[config.mk]
export PLATFORM = sky130hd
export DESIGN_NAME = imm_encoder
export DESIGN_NICKNAME = d
export VERILOG_FILES = /design/src/rtl/imm_encoder.sv
export SDC_FILE = /design/constraint.sdc
export NUM_CORES = 1
export LEC_CHECK = 0
export ABC_AREA = 1
export CORE_ASPECT_RATIO = 1.75
export CORE_MARGIN = 10
export CORE_UTILIZATION = 50
export CTS_BUF_LIST = sky130_fd_sc_hd__clkbuf_2 sky130_fd_sc_hd__clkbuf_4 sky130_fd_sc_hd__clkbuf_8
export DETAILED_ROUTE_END_ITERATION = 8
export GPL_TIMING_DRIVEN = 0
export PLACE_DENSITY = 0.86
export SETUP_SLACK_MARGIN = 0.4
export SYNTH_ARGS = -nofsm -noshare
export SYNTH_HDL_FRONTEND = slang
export SYNTH_SLANG_ARGS = --single-unit
[constraint.sdc]
create_clock -name clk -period 2 [get_ports clk]
set_clock_uncertainty 0.05 [all_clocks]
set_input_delay 0.2 -clock clk [delete_from_list [all_inputs] [get_ports clk]]
set_output_delay 0.2 -clock clk [all_outputs]
set_load 0.02 [all_outputs]
[src/rtl/imm_encoder.sv]
// imm_encoder: two-stage RV32I immediate encoder with valid/ready handshakes.
// Stage 1 holds the request and its range check; stage 2 holds the assembled instruction.
module imm_encoder #(
  parameter int DATA_WIDTH = 32
) (
  input  logic                  clk,
  input  logic                  rst,
  input  logic                  in_valid,
  output logic                  in_ready,
  input  logic [2:0]            ImmSrc,
  input  logic [DATA_WIDTH-1:0] ImmValue,
  input  logic [DATA_WIDTH-1:0] BaseInstr,
  output logic                  out_valid,
  input  logic                  out_ready,
  output logic [DATA_WIDTH-1:0] Instr,
  output logic                  ImmErr,
  output logic [15:0]           EncCount,
  output logic [15:0]           ErrCount
);

  localparam logic [2:0] SRC_I = 3'b000;
  localparam logic [2:0] SRC_S = 3'b001;
  localparam logic [2:0] SRC_B = 3'b010;
  localparam logic [2:0] SRC_U = 3'b011;
  localparam logic [2:0] SRC_J = 3'b100;

  // True when every bit from lsb upward equals the sign bit.
  function automatic logic sext_fits(input logic [DATA_WIDTH-1:0] v, input int unsigned lsb);
    logic [DATA_WIDTH-1:0] hi;
    hi = $signed(v) >>> lsb;
    return (hi == {DATA_WIDTH{1'b0}}) || (hi == {DATA_WIDTH{1'b1}});
  endfunction

  function automatic logic range_err(input logic [2:0] src, input logic [DATA_WIDTH-1:0] v);
    logic err;
    case (src)
      SRC_I, SRC_S: err = !sext_fits(v, 32'd11);
      SRC_B:        err = !sext_fits(v, 32'd12) || v[0];
      SRC_U:        err = (v[11:0] != 12'd0);
      SRC_J:        err = !sext_fits(v, 32'd20) || v[0];
      default:      err = 1'b1;
    endcase
    return err;
  endfunction

  function automatic logic [DATA_WIDTH-1:0] encode(input logic [2:0] src,
                                                   input logic [DATA_WIDTH-1:0] imm,
                                                   input logic [DATA_WIDTH-1:0] base,
                                                   input logic err);
    logic [DATA_WIDTH-1:0] r;
    logic [DATA_WIDTH-1:0] m;
    r = base;
    m = err ? {DATA_WIDTH{1'b0}} : imm;
    case (src)
      SRC_I: r[31:20] = m[11:0];
      SRC_S: begin
        r[31:25] = m[11:5];
        r[11:7]  = m[4:0];
      end
      SRC_B: begin
        r[31]    = m[12];
        r[30:25] = m[10:5];
        r[11:8]  = m[4:1];
        r[7]     = m[11];
      end
      SRC_U: r[31:12] = m[31:12];
      SRC_J: begin
        r[31]    = m[20];
        r[30:21] = m[10:1];
        r[20]    = m[11];
        r[19:12] = m[19:12];
      end
      default: r = base;
    endcase
    return r;
  endfunction

  logic                  s1_valid_r;
  logic [2:0]            s1_src_r;
  logic [DATA_WIDTH-1:0] s1_imm_r;
  logic [DATA_WIDTH-1:0] s1_base_r;
  logic                  s1_err_r;
  logic                  adv2_s;
  logic                  accept_s;

  // Stall-all handshake: the whole pipe moves only when the output slot frees up.
  always_comb begin
    adv2_s = !out_valid || out_ready;
    if (rst) begin
      in_ready = 1'b0;
    end else begin
      in_ready = !s1_valid_r || adv2_s;
    end
    accept_s = in_valid && in_ready;
  end

  // Stage 1: capture the request and its range check.
  always_ff @(posedge clk) begin
    if (rst) begin
      s1_valid_r <= 1'b0;
      s1_src_r   <= 3'd0;
      s1_imm_r   <= {DATA_WIDTH{1'b0}};
      s1_base_r  <= {DATA_WIDTH{1'b0}};
      s1_err_r   <= 1'b0;
    end else if (in_ready) begin
      s1_valid_r <= in_valid;
      if (accept_s) begin
        s1_src_r  <= ImmSrc;
        s1_imm_r  <= ImmValue;
        s1_base_r <= BaseInstr;
        s1_err_r  <= range_err(ImmSrc, ImmValue);
      end
    end
  end

  // Stage 2: assemble the instruction; holds while the consumer stalls.
  always_ff @(posedge clk) begin
    if (rst) begin
      out_valid <= 1'b0;
      Instr     <= {DATA_WIDTH{1'b0}};
      ImmErr    <= 1'b0;
    end else if (adv2_s) begin
      out_valid <= s1_valid_r;
      if (s1_valid_r) begin
        Instr  <= encode(s1_src_r, s1_imm_r, s1_base_r, s1_err_r);
        ImmErr <= s1_err_r;
      end
    end
  end

  // Saturating delivery counters, stepped on each output handshake.
  always_ff @(posedge clk) begin
    if (rst) begin
      EncCount <= 16'd0;
      ErrCount <= 16'd0;
    end else if (out_valid && out_ready) begin
      if (EncCount != 16'hFFFF) begin
        EncCount <= EncCount + 16'd1;
      end
      if (ImmErr && (ErrCount != 16'hFFFF)) begin
        ErrCount <= ErrCount + 16'd1;
      end
    end
  end

endmodule

==> impl_metrics.tcl <==
set metrics [dict create \
    syn2layout_area_growth_pct 38.0 \
    crit_family "simple AND/OR/NAND/NOR gates" \
    crit_chain "ha_4, nand2_1, inv_2, nand2_4, nor2_4, nand3_2, nand2_4, buf_8, nand2_1, a21oi_1" \
    maxCapViolCount 0 \
    yosysWarnings 0 \
    worst_pin_slew_ns 0.803 \
    timing.hold.ws_ns 0.236 \
    clock_sinks 135 \
    synthTopCellsByArea "dfxtp_1 44%, nand2_1 13%, o21ai_0 6.8%" \
    hold_viol 0 \
    fillers 1001 \
    rows 53 \
    finalMaxSlewViolations 0 \
    via_per_inst 5.36 \
    power.density_nw_per_um2 720 \
    wl_um 20900 \
    die_y_um 166 \
    yosys.area.top_type_share_pct 44.2 \
    final_core_util_pct 70.3 \
    netlist_instances 872 \
    cts_buffers 17 \
    max_stage_delay_ns 0.39 \
    drive_above_1_share_pct 13.7 \
    seq_area_frac_synth_pct 44.2 \
    grt_usage_pct 23.3 \
    critPathSlowestCell "dfxtp_4" \
    post-route-min-period_ns 1.59 \
    worstSetupStartpointType "flop" \
    syn_avg_cell_area_um2 7.01 \
    synth_top_area_cell "dfxtp_1" \
    cts_tree "done" \
    hold_class "primary input to flop" \
    vias 6573 \
    synth_cell_types 33 \
    cp.buffers_inverters 2 \
    num_io_pins 138 \
    die_x_um 104 \
    cts_buffer_depth 2 \
    synth_nets 945 \
    setup_violations 0 \
    status "finished, final reports clean" \
    insertion_delay_ns 0.46 \
    nNetsFinal 1121 \
    total_power_mw 6.07 \
    syn_area_um2 6110 \
    start_util_pct 50.9 \
    dieArea_um2 17200 \
    grt_max_degree 17 \
    port_buffers 137 \
    path_max_fanout 10 \
    grt_pass1_wl_um 32400 \
    globalplace.congestion 0.995 \
    endpoint_kind "flop" \
    cts_root_buf "clkbuf_8" \
    drc 0 \
    grt_overflow 0 \
    antenna_left 0 \
    p_leak_nw 3.75 \
    avgRoutedWirePerCell_um 17.0 \
    crit_arrival_ns 1.90 \
    dp.final_hpwl_um 15700 \
    cts.reportedPaths.clkPinSlew_ns 0.09 \
    ys_seq_elements 135 \
    maxSlewHeadroom_pct 46.5 \
    dr.pass1.iters 5 \
    drtIter0Drc 381 \
    hold_buffers 0 \
    grt_antenna_before_repair 0 \
    worstPathRequired_ns 2.31 \
    fmax_ghz 0.629 \
    core_um2 12000 \
    htree_levels 4 \
    period_share_pct 79.5 \
    rsz0062_at_grt "yes" \
    antenna_cells 0 \
    grt_pass1_vias 6552 \
    max-vdd-ir-drop_uv 466 \
    crit_type "flop to flop" \
]
## per-stage QoR
stage	instance area [um2]	TNS, ns	worst slack [ns]	cells
floorplan	6140	0	0.417	872
global placement	7720	-3.43	-0.151	1174
detailed placement	7720	-3.55	-0.156	1174
CTS	8200	0	0.385	1216
global route	8430	0	0.308	1226
finish	8430	0	0.410	1226
## registers in the layout, indices dropped and copies added, names as in the netlist
name / count
s1_src_r: 3
out_valid: 1
EncCount: 16
ErrCount: 16
s1_valid_r: 1
ImmErr: 1
s1_base_r: 32
s1_imm_r: 32
s1_err_r: 1
Instr: 32
## what timing repair did
item,in CTS,in global routing
pin swaps,7,10
resized for setup,102,67
setup buffers,9,9
gates cloned,1,1
setup endpoints to repair,184,122
hold endpoints to repair,0,0
## kinds of logic (layout without fill, tap and decap cells)
logic type	count (synthesis)	after routing	synth area share, %
DFF	135	135	44.2
adders and majority gates	2	2	0.409
AOI/OAI and AO/OA	202	202	17.7
buffers and inverters	141	330	9.25
xor gates and xnor gates	20	20	2.87
and+or+nand+nor	372	372	25.5
## cell usage after synthesis (all sizes together)
cell type / count
o211ai: 12
xor2: 14
clkbuf: 28
buf: 13
a21oi: 77
clkinv: 1
dfxtp: 135
nor3: 11
nor2: 73
ha: 2
a41oi: 1
xnor2: 6
o21ai: 84
nand3: 67
a22oi: 4
a31oi: 20
inv: 99
nand2: 212
nand4: 8
nand3b: 1
o22ai: 4
## worst min-delay path: stages
cell	delay, ns
clkdlybuf4s50_1	0.40
nand2_1	0.06
nand2_1	0.04
## area by class of cell
| type | count | area (um2) | area share, % |
|---|---|---|---|
| Buffer | 41 | 243 | 2.88 |
| Clock buffer | 17 | 234 | 2.77 |
| Clock inverter | 15 | 165 | 1.96 |
| Inverter | 100 | 387 | 4.58 |
| Multi-Input combinational cell | 596 | 3000 | 35.6 |
| Sequential cell | 135 | 2750 | 32.6 |
| Tap cell | 165 | 206 | 2.45 |
| Timing Repair Buffer | 157 | 1450 | 17.2 |
## power breakdown
group | internal [mW] | switching (mW)
combinational | 0.338 | 0.486
sequential | 2.83 | 0.0957
clock | 1.13 | 1.19
## routing by layer
layer | global-route usage, % | share of wire (%)
met4 | 14.7 | 5.9
met1 | 21.5 | 35
met2 | 44.0 | 53
met5 | 0 | 0
met3 | 5.71 | 5.4
## layout by cell type, fill, tap and decap left out, types with 4 or more instances in the layout
| cell type | Yosys | final |
|---|---|---|
| nand4_1 | 8 | 8 |
| a31oi_1 | 20 | 19 |
| buf_2 | 5 | 5 |
| dfxtp_2 | 0 | 13 |
| nor3_2 | 1 | 4 |
| dfxtp_4 | 0 | 8 |
| dfxtp_1 | 135 | 114 |
| nand3_2 | 1 | 5 |
| dlygate4sd2_1 | 0 | 66 |
| nand2_4 | 1 | 4 |
| o22ai_1 | 4 | 4 |
| o21ai_0 | 83 | 80 |
| nor2_2 | 3 | 7 |
| nor2_1 | 69 | 63 |
| o211ai_1 | 12 | 12 |
| a22oi_1 | 4 | 4 |
| xor2_1 | 14 | 14 |
| nor3_1 | 10 | 5 |
| clkbuf_2 | 0 | 16 |
| buf_4 | 3 | 18 |
| clkdlybuf4s50_1 | 0 | 70 |
| inv_6 | 0 | 7 |
| nand2_1 | 207 | 201 |
| nand3_1 | 66 | 61 |
| o21ai_1 | 1 | 4 |
| buf_6 | 1 | 6 |
| a21oi_1 | 77 | 77 |
| inv_1 | 95 | 94 |
| nand2_2 | 4 | 7 |
| clkbuf_8 | 0 | 17 |
| xnor2_1 | 6 | 6 |
| clkbuf_1 | 28 | 10 |
## worst paths after layout
kind	start	endpoint	slack, ns	depth (start not counted)
worst min register to register	s1_base_r[2]	Instr[2]	0.40	2
worst max-delay path	ErrCount[0]	ErrCount[5]	0.41	10
worst max register to register	ErrCount[0]	ErrCount[5]	0.41	10
worst min-delay path	BaseInstr[24]	s1_base_r[24]	0.24	3
No activity file was read; power rests on OpenSTA's default activity.
